**src/rtl/pipelined_addsub.sv**
```systemverilog
// Segmented carry-lookahead adder/subtractor, one SEG-bit slice per stage.
// Valid/ready handshake with a single global stall.
module pipelined_addsub #(
  parameter int WIDTH = 32,
  parameter int SEG   = 8
) (
  input  logic             clk,
  input  logic             rst_n,
  input  logic             in_valid,
  output logic             in_ready,
  input  logic [WIDTH-1:0] a,
  input  logic [WIDTH-1:0] b,
  input  logic             cin,
  input  logic             op_sub,
  output logic             out_valid,
  input  logic             out_ready,
  output logic [WIDTH-1:0] sum,
  output logic             cout,
  output logic             ovf,
  output logic             zero
);

  localparam int STAGES = WIDTH / SEG;
  localparam int GRP    = SEG / 4;

  typedef struct packed {
    logic             v;
    logic [WIDTH-1:0] a;
    logic [WIDTH-1:0] b;
    logic [WIDTH-1:0] s;
    logic             c;
    logic             ovf;
    logic             zero;
  } beat_t;

  function automatic logic [4:0] cla4(
    input logic [3:0] x,
    input logic [3:0] y,
    input logic       ci
  );
    logic [3:0] g;
    logic [3:0] p;
    logic [4:0] c;
    g    = x & y;
    p    = x ^ y;
    c[0] = ci;
    c[1] = g[0] | (p[0] & ci);
    c[2] = g[1] | (p[1] & g[0]) | (p[1] & p[0] & ci);
    c[3] = g[2] | (p[2] & g[1]) | (p[2] & p[1] & g[0])
         | (p[2] & p[1] & p[0] & ci);
    c[4] = g[3] | (p[3] & g[2]) | (p[3] & p[2] & g[1])
         | (p[3] & p[2] & p[1] & g[0])
         | (p[3] & p[2] & p[1] & p[0] & ci);
    return {c[4], p ^ c[3:0]};
  endfunction

  function automatic logic [SEG:0] seg_add(
    input logic [SEG-1:0] x,
    input logic [SEG-1:0] y,
    input logic           ci
  );
    logic [SEG:0] o;
    logic         c;
    logic [4:0]   t;
    o = '0;
    c = ci;
    for (int g = 0; g < GRP; g++) begin
      t          = cla4(x[g*4 +: 4], y[g*4 +: 4], c);
      o[g*4 +: 4] = t[3:0];
      c          = t[4];
    end
    o[SEG] = c;
    return o;
  endfunction

  beat_t        pipe [STAGES+1];
  beat_t        nxt  [STAGES];
  logic [SEG:0] r    [STAGES];
  logic         advance;

  assign advance  = !pipe[STAGES].v || out_ready;
  assign in_ready = advance;

  // Per-stage slice add; the last stage also derives the flags.
  always_comb begin
    for (int k = 0; k < STAGES; k++) begin
      nxt[k] = pipe[k];
      r[k]   = seg_add(pipe[k].a[k*SEG +: SEG],
                       pipe[k].b[k*SEG +: SEG],
                       pipe[k].c);
      nxt[k].s[k*SEG +: SEG] = r[k][SEG-1:0];
      nxt[k].c    = r[k][SEG];
      nxt[k].ovf  = 1'b0;
      nxt[k].zero = 1'b0;
      if (k == STAGES - 1) begin
        nxt[k].ovf  = r[k][SEG] ^ (pipe[k].a[WIDTH-1]
                    ^ pipe[k].b[WIDTH-1] ^ r[k][SEG-1]);
        nxt[k].zero = ~|nxt[k].s;
      end
    end
  end

  // Capture effective operands, then shift all stages on advance.
  always_ff @(posedge clk or negedge rst_n) begin
    if (!rst_n) begin
      for (int k = 0; k <= STAGES; k++) pipe[k] <= '0;
    end else if (advance) begin
      pipe[0].v    <= in_valid;
      pipe[0].a    <= a;
      pipe[0].b    <= op_sub ? ~b : b;
      pipe[0].s    <= '0;
      pipe[0].c    <= op_sub | cin;
      pipe[0].ovf  <= 1'b0;
      pipe[0].zero <= 1'b0;
      for (int k = 0; k < STAGES; k++) pipe[k+1] <= nxt[k];
    end
  end

  assign out_valid = pipe[STAGES].v;
  assign sum       = pipe[STAGES].s;
  assign cout      = pipe[STAGES].c;
  assign ovf       = pipe[STAGES].ovf;
  assign zero      = pipe[STAGES].zero;

endmodule

```
**config.mk**
```make
export PLATFORM = sky130hd
export DESIGN_NAME = pipelined_addsub
export DESIGN_NICKNAME = d
export VERILOG_FILES = /design/src/rtl/pipelined_addsub.sv
export SDC_FILE = /design/constraint.sdc
export NUM_CORES = 1
export LEC_CHECK = 0
export ABC_CLOCK_PERIOD_IN_PS = 4600
export BUFFER_PORTS_ARGS = -buffer_cell sky130_fd_sc_hd__buf_2
export CAP_MARGIN = 15
export CORE_MARGIN = 1.5
export CORE_UTILIZATION = 64
export DETAILED_ROUTE_END_ITERATION = 12
export GPL_ROUTABILITY_DRIVEN = 0
export HOLD_SLACK_MARGIN = 0.03
export PLACE_DENSITY = 0.86
export SLEW_MARGIN = 20
export SYNTH_ARGS = -nofsm -noshare
export SYNTH_HDL_FRONTEND = slang
export SYNTH_SLANG_ARGS = --single-unit
```
**constraint.sdc**
```tcl
create_clock -name clk -period 4.6 [get_ports clk]
set_input_delay 0.46 -clock clk [delete_from_list [all_inputs] [get_ports clk]]
set_output_delay 0.46 -clock clk [all_outputs]
set_load 0.005 [all_outputs]
```
==> flow_summary.rst <==
.. list-table::
   :header-rows: 1

   * - Metric
     - Value
   * - Run status
     - completed
   * - Peak VDD IR
     - around 1100 uV
   * - Slew Limit Headroom
     - between 15 and 20%
   * - Most used flip-flop cell after synthesis
     - sky130_fd_sc_hd__dfrtp_1
   * - Synthesized net count
     - 1322
   * - Final Cycle Share
     - between 60% and 70%
   * - Most area-hungry cell type in the Yosys netlist
     - sky130_fd_sc_hd__dfrtp_1
   * - Syn_area_per_cell
     - 9.09 sq um
   * - Share of post-route cells with drive strength above 1
     - 12.2%
   * - Endpoint arrival time on the critical path
     - 3.51 ns
   * - Via Count
     - 7871
   * - I/O pins
     - 107
   * - Aggregate global routing overflow
     - 0
   * - Leading cell types in the layout, fill and taps excluded
     - sky130_fd_sc_hd__nand2_1 (591), sky130_fd_sc_hd__dfrtp_1 (252), sky130_fd_sc_hd__buf_2 (105)
   * - Count of nets after finishing
     - 1370
   * - Leading cell types by total area after synthesis
     - sky130_fd_sc_hd__dfrtp_1 (57%), sky130_fd_sc_hd__nand2_1 (20%), sky130_fd_sc_hd__ha_1 (3.6%), sky130_fd_sc_hd__xnor2_1 (3.3%), sky130_fd_sc_hd__o21ai_0 (2.5%)
   * - Starting density of the core
     - 65.9%
   * - Count of placed standard cells in the final layout, fillers left out
     - 1496
   * - Worst min-delay path category
     - input port to flip-flop
   * - Endpoint, Worst Hold
     - nxt[399]
   * - Compound-cell area share of the yosys netlist
     - 5.70%
   * - Post-synth ARST share
     - 100%
   * - Max capacitance violation total
     - 0
   * - Required time reported for the critical path endpoint
     - 5.05 ns
   * - Number of clock buffers inserted by TritonCTS
     - 25
   * - DRT antenna net count
     - 0
   * - Power per unit of standard cell area
     - 717 nW/um^2
   * - Most Frequent Cell on Critical Path
     - sky130_fd_sc_hd__a211oi_1
   * - Synthesized-area fraction occupied by xor and xnor cells
     - 4.29%
   * - Sink count of the clock tree
     - 252
   * - Register clock-pin slew on the reported worst setup and hold paths
     - around 0.060 ns
   * - Final setup violating endpoints
     - 0
   * - Critical R2R Capture
     - zero
   * - Portion of the post-synthesis area used by sequential elements
     - between 50 and 60%
   * - Flop and latch count out of synthesis
     - 252
   * - Hold slack final
     - approximately 0.14 ns
   * - Type of the worst setup path
     - flip-flop to flip-flop
   * - Post-synth design cell area
     - 11000 sq um
   * - Met3 WL post-DR
     - 957 um
   * - Slowest stage cell on the critical path
     - sky130_fd_sc_hd__fa_1
   * - Post-cts repair resize count
     - 0
   * - Leakage Power
     - 6.34 nW
   * - Vias in the first global route
     - 7483
   * - Filler cells
     - 1192
   * - Drt first pass iters
     - 5
   * - Synthesis Warnings
     - 0
   * - Number of antenna violations at the first check in global routing
     - 0
   * - Avg Vias per Cell
     - between 5 and 6
   * - Synth unique cells
     - 35
   * - CTS Root Buffer Type
     - sky130_fd_sc_hd__clkbuf_16
   * - Most common cell after layout, fill and taps aside
     - sky130_fd_sc_hd__nand2_1
   * - Share of synthesized area spent on multiplexers
     - 0.0909%
   * - Final-report hold violation count
     - 0
   * - Maximum clock frequency
     - 327 MHz
   * - Sequential cell area
     - 6310 sq um
   * - Half-perimeter wire length after placement
     - 13.0 mm
   * - CTS H-Tree Depth
     - 1
   * - Total power of the final layout
     - approximately 9 mW
   * - Setup tns final
     - 0 ns
   * - EDFF count, synth
     - 0
   * - Hold-critical path depth
     - 3
   * - Core area
     - 16700 sq um
   * - Post-CTS setup buffer count
     - 0
   * - Met2 routed wirelength
     - 9.81 mm
   * - Startpoint of the worst hold path
     - in_valid
   * - Post-detailed-route wirelength per cell
     - 13.7 um
   * - Worst path max stage delay
     - 0.48 ns
   * - Instance count of the mapped netlist
     - 1212
   * - Worst Clk Skew
     - between 0.006 and 0.007 ns
   * - Final Slew Violations
     - 0
   * - Worst path top cell family by delay
     - compound AO/OA/AOI/OAI gates
   * - Adder and majority cell fraction of the synthesized area
     - 5.09%
   * - Wire length of the first global-routing pass
     - 35.1 mm
   * - Clk Latency, worst-skew pair
     - a little over 0.5 ns
   * - Uppermost routed layer
     - met4
   * - Largest fanout of any net on the critical path
     - 4
   * - Vertical extent of the die
     - 134 um
   * - Met1 wire length
     - 9.37 mm
   * - Placed Cells
     - 1452
   * - Number of cell instances on the worst register-to-register path
     - 10
   * - Source of the worst register-to-register timing path
     - nxt[59]
   * - Worst Path Buf+Inv
     - 0
   * - Layout Area Growth over Synthesis
     - 11.1%
   * - Final WL
     - between 20 and 25 mm
   * - Die Outline Area
     - 18000 sq um
   * - Residual DRC count
     - 0
   * - Maximum number of pins on one net before global-route repair
     - 269
   * - Global-route usage over all layers
     - 23.8%
   * - Proportion of netlist area held by the largest area contributor
     - 57.3%
   * - Final Cell Area
     - 12200 sq um
   * - DIE WIDTH
     - 134 um
   * - Number of buffers added to fix hold violations after cts
     - 1
   * - Largest family of logic cells by synthesized area
     - simple AND/OR/NAND/NOR gates
   * - Iteration-0 DRC count of the detailed router
     - approximately 570
   * - Area occupied by multi-input gates
     - 4170 sq um
   * - CP endpoint kind
     - flip-flop
   * - Count of antenna diodes in the layout
     - 0
   * - Reg-to-reg slack, setup
     - 1.54 ns
   * - Clk buf depth
     - 3
   * - Critical path cell sequence
     - ha_1 -> a211oi_1 -> nor3b_2 -> o21ai_2 -> or2b_1 -> fa_1 -> nor4_1 -> nand4_1 -> a211oi_1 -> a32o_1
   * - # port buffers
     - 106
   * - Clock tree from TritonCTS
     - built
   * - Cell area reported after detailed placement
     - 11400 sq um
   * - Final critical-path required period
     - 3.06 ns
   * - Transition time of the tightest slew-check pin
     - between 1 and 1.5 ns
   * - Type of origin of the critical path
     - flip-flop
   * - Num rows
     - 47
   * - Basic-gate share of the synthesized area counting and, or, nand and nor cells
     - 22.6%
   * - RSZ-0062 raised after global routing
     - false
## power breakdown
| group | leakage, nW | internal (mW) | switching, mW |
|---|---|---|---|
| Combinational | 2.90 | 1.21 | 1.77 |
| Sequential | 3.04 | 3.21 | 0.634 |
| Clock | 0.390 | 1.15 | 0.803 |
| Total | 6.34 | 5.57 | 3.20 |
## worst max-delay path by stage
| stage | from | endpoint | cells after the start |
|---|---|---|---|
| after CTS | nxt[59] | zero | 10 |
| final | nxt[59] | zero | 10 |
| after global placement | nxt[59] | zero | 10 |
| after global routing | nxt[59] | zero | 10 |
| after detailed placement | nxt[59] | zero | 10 |
| after floorplan | nxt[59] | zero | 10 |
## cells by family after synthesis
| family | Yosys count |
|---|---|
| AO/OA/AOI/OAI | 108 |
| XOR/XNOR | 54 |
| adder cells (fa/ha/maj) | 40 |
| buffers and inverters | 109 |
| flip-flops | 252 |
| multiplexers | 1 |
| AND/OR/NAND/NOR | 648 |
## tightest hold or removal path: cells and delay by family
| kind | cells | cell delay [ns] |
|---|---|---|
| buffers and inverters | 1 | 0.07 |
| AND/OR/NAND/NOR | 2 | 0.09 |
## sequential cells by signal, indices dropped and copies added (netlist names)
| register | cells |
|---|---|
| ovf | 1 |
| cout | 1 |
| nxt | 212 |
| pipe | 4 |
| zero | 1 |
| sum | 32 |
| out_valid | 1 |
## layer usage
layer | vias to the layer above | track usage [%]
li1 | 3885 | -
met1 | 3794 | 34.3
met2 | 170 | 38.9
met3 | 22 | 3.55
met4 | 0 | 5.73
met5 | - | 0
## cell usage after synthesis, drive strengths merged, types with 2 or more instances
master / n
o21ai: 57
inv: 17
clkbuf: 40
xor2: 13
xnor2: 41
nand2b: 7
nand4: 2
nand2: 591
a31oi: 3
fa: 8
a22oi: 3
a21oi: 28
a211oi: 3
dfrtp: 252
nor4: 6
ha: 32
a21o: 3
buf: 52
a2111oi: 6
nor2: 36
## stage by stage
step / utilization, % / setup WS (ns)
CTS: 73.3 / 1.53
detailed placement: 68.4 / 1.58
global route: 73.3 / 1.38
floorplan: - / 1.86
finish: 73.3 / 1.54
global placement: 68.4 / 1.74
## cell type report
cell class              instances  share of cell area [%]
clock buffers                  35                    5.91
well taps                     220                    2.25
clock inverters                 8                   0.573
multi-input cells             851                    34.1
repair buffers                113                    5.07
flip-flops and latches        252                    51.5
inverters                      17                   0.562
(Power assumes the default switching activity.)
